`config.mk`:
```
export PLATFORM = sky130hd
export DESIGN_NAME = clock_step_controller_flat
export DESIGN_NICKNAME = d
export VERILOG_FILES = /design/src/rtl/clock_step_controller_pkg.sv /design/src/rtl/clock_step_controller_if.sv /design/src/rtl/clock_step_controller_period_counter.sv /design/src/rtl/clock_step_controller.sv /design/src/flat_wrapper.sv
export SDC_FILE = /design/constraint.sdc
export NUM_CORES = 1
export LEC_CHECK = 0
export CORE_MARGIN = 1.5
export CORE_UTILIZATION = 51
export DETAILED_ROUTE_END_ITERATION = 10
export PLACE_DENSITY = 0.78
export SLEW_MARGIN = 20
export SYNTH_ARGS = -nofsm -noshare
export SYNTH_HDL_FRONTEND = slang
export SYNTH_SLANG_ARGS = --single-unit
```
`constraint.sdc`:
```
create_clock -name clock_in -period 2.34 [get_ports clock_in]
set_input_delay 0.468 -clock clock_in [delete_from_list [all_inputs] [get_ports clock_in]]
set_output_delay 0.468 -clock clock_in [all_outputs]
set_load 0.02 [all_outputs]
```
`src/rtl/clock_step_controller_pkg.sv`:
```
// Shared definitions for the clock step controller: FSM state encoding and
// the state width.
package clock_ctrl_defs;

  localparam int STATE_W = 2;

  typedef enum logic [STATE_W-1:0] {
    ST_HALTED  = 2'd0,
    ST_RUNNING = 2'd1,
    ST_STEP    = 2'd2,
    ST_DRAIN   = 2'd3
  } ctrl_state_e;

  // The period counter advances in every state except HALTED.
  function automatic logic is_counting(ctrl_state_e st);
    return st != ST_HALTED;
  endfunction

endpackage

```
`src/rtl/clock_step_controller_if.sv`:
```
// Control/status bundle between a requester and the clock step controller.
// Optional feature macro: STEP_CNT_EN adds the 32-bit enable_count status.
interface clock_step_controller_if
  import clock_ctrl_defs::*;
  #(parameter int CNT_W = 6);

  logic [CNT_W-1:0]   ratio_in;
  logic               ratio_load;
  logic               run_req;
  logic               halt_req;
  logic               step_req;
  logic               clock_enable;
  logic               clock_out;
  logic [CNT_W-1:0]   counter_out;
  logic [STATE_W-1:0] state_out;
  logic               ratio_err;
`ifdef STEP_CNT_EN
  logic [31:0]        enable_count;
`endif

  modport master (
    output ratio_in, ratio_load, run_req, halt_req, step_req,
    input  clock_enable, clock_out, counter_out, state_out, ratio_err
`ifdef STEP_CNT_EN
    , input enable_count
`endif
  );

  modport slave (
    input  ratio_in, ratio_load, run_req, halt_req, step_req,
    output clock_enable, clock_out, counter_out, state_out, ratio_err
`ifdef STEP_CNT_EN
    , output enable_count
`endif
  );

endinterface

```
`src/rtl/clock_step_controller_period_counter.sv`:
```
// Period counter for the clock step controller: counts 0..active-1, decodes
// the enable pulse, toggles the divided clock and owns the shadow/active
// ratio pair. State updates on the falling edge of clock_in.
// Optional feature macro: STEP_CNT_EN adds the enable_count tally.
module clock_period_counter #(
  parameter int CNT_W         = 6,
  parameter int DEFAULT_RATIO = 2
) (
  input  logic             clock_in,
  input  logic             reset_n,
  input  logic             counting,
  input  logic [CNT_W-1:0] ratio_in,
  input  logic             ratio_load,
  output logic             clock_enable,
  output logic             clock_out,
  output logic [CNT_W-1:0] counter_out,
  output logic             ratio_err
`ifdef STEP_CNT_EN
  , output logic [31:0]    enable_count
`endif
);

  logic [CNT_W-1:0] count_reg;
  logic [CNT_W-1:0] active_reg;
  logic [CNT_W-1:0] shadow_reg;
  logic             pending_reg;
  logic             clk_out_reg;
  logic             err_reg;

  logic             load_ok;
  logic             pending_next;
  logic [CNT_W-1:0] shadow_next;
  logic             apply_now;

  // Enable decodes only registered values, so it cannot glitch.
  assign clock_enable = counting && (count_reg == active_reg - CNT_W'(1));

  // A load arriving on the same edge as an application is taken along with
  // it, so the most recent nonzero request always wins.
  assign load_ok      = ratio_load && (ratio_in != '0);
  assign shadow_next  = load_ok ? ratio_in : shadow_reg;
  assign pending_next = load_ok || pending_reg;
  assign apply_now    = pending_next && (!counting || clock_enable);

  // Period count: held at 0 while halted, wraps after the enable cycle.
  always_ff @(negedge clock_in or negedge reset_n) begin
    if (!reset_n) begin
      count_reg <= '0;
    end else if (!counting || clock_enable) begin
      count_reg <= '0;
    end else begin
      count_reg <= count_reg + CNT_W'(1);
    end
  end

  // Divided clock flips at the end of every enable cycle.
  always_ff @(negedge clock_in or negedge reset_n) begin
    if (!reset_n) begin
      clk_out_reg <= 1'b0;
    end else if (clock_enable) begin
      clk_out_reg <= ~clk_out_reg;
    end
  end

  // Shadow/active ratio: only a period boundary (or halt) changes the period.
  always_ff @(negedge clock_in or negedge reset_n) begin
    if (!reset_n) begin
      active_reg  <= CNT_W'(DEFAULT_RATIO);
      shadow_reg  <= CNT_W'(DEFAULT_RATIO);
      pending_reg <= 1'b0;
    end else begin
      shadow_reg <= shadow_next;
      if (apply_now) begin
        active_reg  <= shadow_next;
        pending_reg <= 1'b0;
      end else begin
        pending_reg <= pending_next;
      end
    end
  end

  // Rejected zero-ratio load is flagged for exactly one cycle.
  always_ff @(negedge clock_in or negedge reset_n) begin
    if (!reset_n) begin
      err_reg <= 1'b0;
    end else begin
      err_reg <= ratio_load && (ratio_in == '0);
    end
  end

  assign clock_out   = clk_out_reg;
  assign counter_out = count_reg;
  assign ratio_err   = err_reg;

`ifdef STEP_CNT_EN
  logic [31:0] enable_count_reg;

  // Running tally of issued enables; wraps naturally at 32 bits.
  always_ff @(negedge clock_in or negedge reset_n) begin
    if (!reset_n) begin
      enable_count_reg <= '0;
    end else if (clock_enable) begin
      enable_count_reg <= enable_count_reg + 32'd1;
    end
  end

  assign enable_count = enable_count_reg;
`endif

endmodule

```
`src/rtl/clock_step_controller.sv`:
```
// Clock step controller: run/halt/single-step sequencing of the reduced-rate
// pipeline enable. The FSM and request priority live here; the period
// counter, divided clock and ratio registers live in clock_period_counter.
// Optional feature macro: STEP_CNT_EN adds enable_count on the bus.
module clock_step_controller
  import clock_ctrl_defs::*;
#(
  parameter int CNT_W         = 6,
  parameter int DEFAULT_RATIO = 2
) (
  input  logic                    clock_in,
  input  logic                    reset_n,
  clock_step_controller_if.slave  bus
);

  ctrl_state_e state_reg;
  ctrl_state_e state_next;
  logic        clock_enable;

  clock_period_counter #(
    .CNT_W         (CNT_W),
    .DEFAULT_RATIO (DEFAULT_RATIO)
  ) u_period (
    .clock_in     (clock_in),
    .reset_n      (reset_n),
    .counting     (is_counting(state_reg)),
    .ratio_in     (bus.ratio_in),
    .ratio_load   (bus.ratio_load),
    .clock_enable (clock_enable),
    .clock_out    (bus.clock_out),
    .counter_out  (bus.counter_out),
    .ratio_err    (bus.ratio_err)
`ifdef STEP_CNT_EN
    , .enable_count (bus.enable_count)
`endif
  );

  // State register, updated on the falling edge like the rest of the block.
  always_ff @(negedge clock_in or negedge reset_n) begin
    if (!reset_n) begin
      state_reg <= ST_HALTED;
    end else begin
      state_reg <= state_next;
    end
  end

  // Next-state decode; halt_req outranks run_req, which outranks step_req.
  always_comb begin
    state_next = state_reg;
    case (state_reg)
      ST_HALTED: begin
        if (bus.halt_req)      state_next = ST_HALTED;
        else if (bus.run_req)  state_next = ST_RUNNING;
        else if (bus.step_req) state_next = ST_STEP;
      end
      ST_RUNNING: begin
        if (bus.halt_req) state_next = clock_enable ? ST_HALTED : ST_DRAIN;
      end
      ST_STEP: begin
        if (clock_enable)      state_next = ST_HALTED;
        else if (bus.halt_req) state_next = ST_DRAIN;
      end
      ST_DRAIN: begin
        if (clock_enable) state_next = ST_HALTED;
      end
      default: state_next = ST_HALTED;
    endcase
  end

  assign bus.clock_enable = clock_enable;
  assign bus.state_out    = state_reg;

endmodule
```
`src/flat_wrapper.sv`:
```
// flat-port wrapper written by rule: the top's interface ports become plain ports
module clock_step_controller_flat import clock_ctrl_defs::*;
#(
  parameter int CNT_W         = 6,
  parameter int DEFAULT_RATIO = 2
)
  (clock_in, reset_n, bus_ratio_in, bus_ratio_load, bus_run_req, bus_halt_req, bus_step_req, bus_clock_enable, bus_clock_out, bus_counter_out, bus_state_out, bus_ratio_err);
  clock_step_controller_if #(.CNT_W(CNT_W)) bus_i ();
  input  logic clock_in;
  input  logic reset_n;
  input wire logic [$bits(bus_i.ratio_in)-1:0] bus_ratio_in;
  input wire logic [$bits(bus_i.ratio_load)-1:0] bus_ratio_load;
  input wire logic [$bits(bus_i.run_req)-1:0] bus_run_req;
  input wire logic [$bits(bus_i.halt_req)-1:0] bus_halt_req;
  input wire logic [$bits(bus_i.step_req)-1:0] bus_step_req;
  output wire logic [$bits(bus_i.clock_enable)-1:0] bus_clock_enable;
  output wire logic [$bits(bus_i.clock_out)-1:0] bus_clock_out;
  output wire logic [$bits(bus_i.counter_out)-1:0] bus_counter_out;
  output wire logic [$bits(bus_i.state_out)-1:0] bus_state_out;
  output wire logic [$bits(bus_i.ratio_err)-1:0] bus_ratio_err;
  assign bus_i.ratio_in = bus_ratio_in;
  assign bus_i.ratio_load = bus_ratio_load;
  assign bus_i.run_req = bus_run_req;
  assign bus_i.halt_req = bus_halt_req;
  assign bus_i.step_req = bus_step_req;
  assign bus_clock_enable = bus_i.clock_enable;
  assign bus_clock_out = bus_i.clock_out;
  assign bus_counter_out = bus_i.counter_out;
  assign bus_state_out = bus_i.state_out;
  assign bus_ratio_err = bus_i.ratio_err;
  clock_step_controller #(.CNT_W(CNT_W), .DEFAULT_RATIO(DEFAULT_RATIO)) u_core (.clock_in(clock_in), .reset_n(reset_n), .bus(bus_i));
endmodule
```
==> flow_metrics.tcl <==
set metrics [dict create \
    ctsHoldBuffers 0 \
    synth_most_common_cell "dfrtn_1" \
    wirelength_um 4540 \
    post-place-ws_ns -1.30 \
    die_width_um 53.5 \
    syn_inst 120 \
    critPathSlowestCell "dfstp_2" \
    vdd_drop_max_v 0.00116 \
    yosys.area.top_type "dfrtn_1" \
    layout.nets 218 \
    ys_warn_count 0 \
    viasPerCell 5.90 \
    start_kind "register" \
    setup-violations-final 18 \
    drt_iter0_markers 57 \
    syn_area_mm2 0.00130 \
    critPathArrivalTime_ns 3.12 \
    endpoint_kind "output pin" \
    drc 0 \
    p_sw_mw 1.17 \
    clockPowerShare_pct 8.4 \
    place.gp.congestion 0.881 \
    path_depth 6 \
    grt_pass1_wl_um 5880 \
    cts.reportedPaths.clkPinSlew_ns 0.10 \
    yosys-top-cells-area "dfrtn_1, ha_1, dfstp_2" \
    synth_area_per_cell_um2 10.8 \
    ys_ff_latch 23 \
    root_buffer "clkbuf_4" \
    grt_pass1_vias 1236 \
    crit_path_max_fanout 3 \
    worstMarginPinSlew_ns 0.441 \
    fin_ws_ns -1.25 \
    synth_commonest_cells "dfrtn_1, nor2_1, inv_1, ha_1" \
    grt_max_degree 20 \
    slew_viol_final 0 \
    p_int_mw 1.59 \
    first_pass_iters 4 \
    status "finished with violations" \
    clk_latency_ns 0.41 \
    cts_tree "done" \
    synth_edf_count 0 \
    path_cells "buf_4 > nor3_1 > xnor2_1 > nand4b_4 > nor3_4 > buf_6" \
    slowest_delay_ns 0.37 \
    post_dp_cell_area_mm2 0.00188 \
    final_area_mm2 0.00220 \
    hold_viol 0 \
    reg2regPathDepth 10 \
    antenna_found_initial 0 \
    fin_tns_setup_ns -5.42 \
    crit_family "simple AND/OR/NAND/NOR gates" \
    h-tree-depth 1 \
    cellLeakagePower_nw 1.04 \
    max_slew_margin_pct 70.6 \
    grt_overflow 0 \
    syn_nets 139 \
    r2r_slack_ns -0.09 \
    vias 1346 \
    hpwl_um 2450 \
    final_layout_size_suffix_gt1_share_pct 57.1 \
    initial_utilization_pct 53.0 \
    ys_seq_area_share_pct 44.4 \
    ios 23 \
    clock_path_buffers 2 \
    num_rows 18 \
    grt_setup_unrepaired "yes" \
    synth.distinct_cells 35 \
    crit_buf_inv 2 \
    grt_util_all_layers_pct 30.0 \
    netlist.area_leader.share_pct 40.4 \
    syn2layout_area_growth_pct 69.2 \
    fin_total_pwr_mw 2.76 \
    fp.dieH_um 53.5 \
    io_buffers 22 \
    p_sw_share_pct 42.5 \
    antenna_left 0 \
    p_comb_share_pct 68.0 \
    required_ns 1.87 \
    holdPathStages 1 \
    fin_cells 228 \
    cap_violations 0 \
    crit_type "reg2out" \
    ys_async_sr_fraction_pct 100 \
    die_area_mm2 0.00286 \
    n_antenna_cell 0 \
    cts_made_buffers 3 \
    violations "negative setup slack" \
    wl_per_cell_um 19.9 \
    core_area_mm2 0.00245 \
    hp-class "reg2reg" \
    post-place-cells 208 \
    powerDensity_mw_per_mm2 1250 \
    fin_skew_ns 0.0804 \
    ys.flop_type "dfrtn_1" \
    p_seq_share_pct 23.6 \
    clock-sinks 23 \
]
==> power by group through the flow <==
stage,registers [mW],logic [mW],clock network (mW)
2_1_floorplan,0.708,0.767,0.00803
3_3_place_gp,0.624,1.36,0.00803
3_5_place_dp,0.632,1.42,0.00803
4_1_cts,0.637,1.58,0.226
5_1_grt,0.656,1.98,0.246
6_report,0.651,1.88,0.232
==> through the flow <==
| stage | hold WS, ns | utilization, % |
|---|---|---|
| after floorplan | 0.422 | - |
| after global placement | 0.442 | 76.4 |
| after detailed placement | 0.464 | 76.4 |
| after CTS | 0.487 | 82.7 |
| after global routing | 0.519 | 89.7 |
| final | 0.494 | 89.7 |
==> layout make-up <==
| class | count | area (um2) |
|---|---|---|
| multi-input cells | 88 | 825 |
| repair buffers | 74 | 697 |
| flip-flops and latches | 23 | 578 |
| fillers | 90 | 253 |
| well taps | 30 | 37.5 |
| inverters | 7 | 26.3 |
| clock buffers | 3 | 22.5 |
| clock inverters | 3 | 16.3 |
==> layout by cell type (no fill, tap or decap), types with 3 or more instances in the layout <==
| cell | count |
|---|---|
| nand2b_1 | 3 |
| ha_1 | 6 |
| dfrtn_1 | 21 |
| buf_4 | 39 |
| xor2_1 | 5 |
| a22o_1 | 6 |
| xnor2_1 | 5 |
| nand3_1 | 4 |
| nand2_1 | 4 |
| buf_8 | 4 |
| inv_2 | 3 |
| a21oi_2 | 3 |
| nor2_2 | 3 |
| a22oi_2 | 4 |
| o2bb2ai_2 | 4 |
| nor2_1 | 8 |
| inv_1 | 6 |
| clkbuf_4 | 3 |
| buf_6 | 27 |
==> final timing paths <==
check / start / end
worst max register to register: u_core.u_period.active_reg[1]$_DFFE_NN1P_ / u_core.u_period.active_reg[2]$_DFFE_NN0P_
max in group asynchronous: reset_n / u_core.u_period.active_reg[4]$_DFFE_NN0P_
min in group asynchronous: reset_n / u_core.u_period.shadow_reg[5]$_DFF_NN0_
worst max-delay path: u_core.u_period.active_reg[1]$_DFFE_NN1P_ / bus_clock_enable
worst min register to register: u_core.u_period.shadow_reg[4]$_DFF_NN0_ / u_core.u_period.shadow_reg[4]$_DFF_NN0_
worst min-delay path: u_core.u_period.shadow_reg[4]$_DFF_NN0_ / u_core.u_period.shadow_reg[4]$_DFF_NN0_
==> what timing repair did <==
action                     in CTS  in global routing
pin swaps                      22                 15
resized for setup             126                 33
setup endpoints to repair      26                 22
setup buffers                   8                 12
==> routing by layer <==
layer,share of wire (%),track usage [%],up-vias
li1,-,-,589
met1,40,37.7,674
met2,49,50.8,63
met3,5.6,5.93,20
met4,5.2,11.1,0
met5,0,0,-
==> logic make-up (layout without fill, tap and decap cells) <==
| family | after synthesis | count (layout) | synth area share (%) |
|---|---|---|---|
| DFF | 23 | 23 | 44.4 |
| adders and majority gates | 7 | 7 | 6.73 |
| xor gates and xnor gates | 11 | 11 | 7.40 |
| muxes | 2 | 2 | 2.31 |
| and+or+nand+nor | 36 | 36 | 15.7 |
| AOI/OAI and AO/OA | 32 | 32 | 20.9 |
| buffers and inverters | 9 | 87 | 2.60 |
No activity file was read; power rests on OpenSTA's default activity.
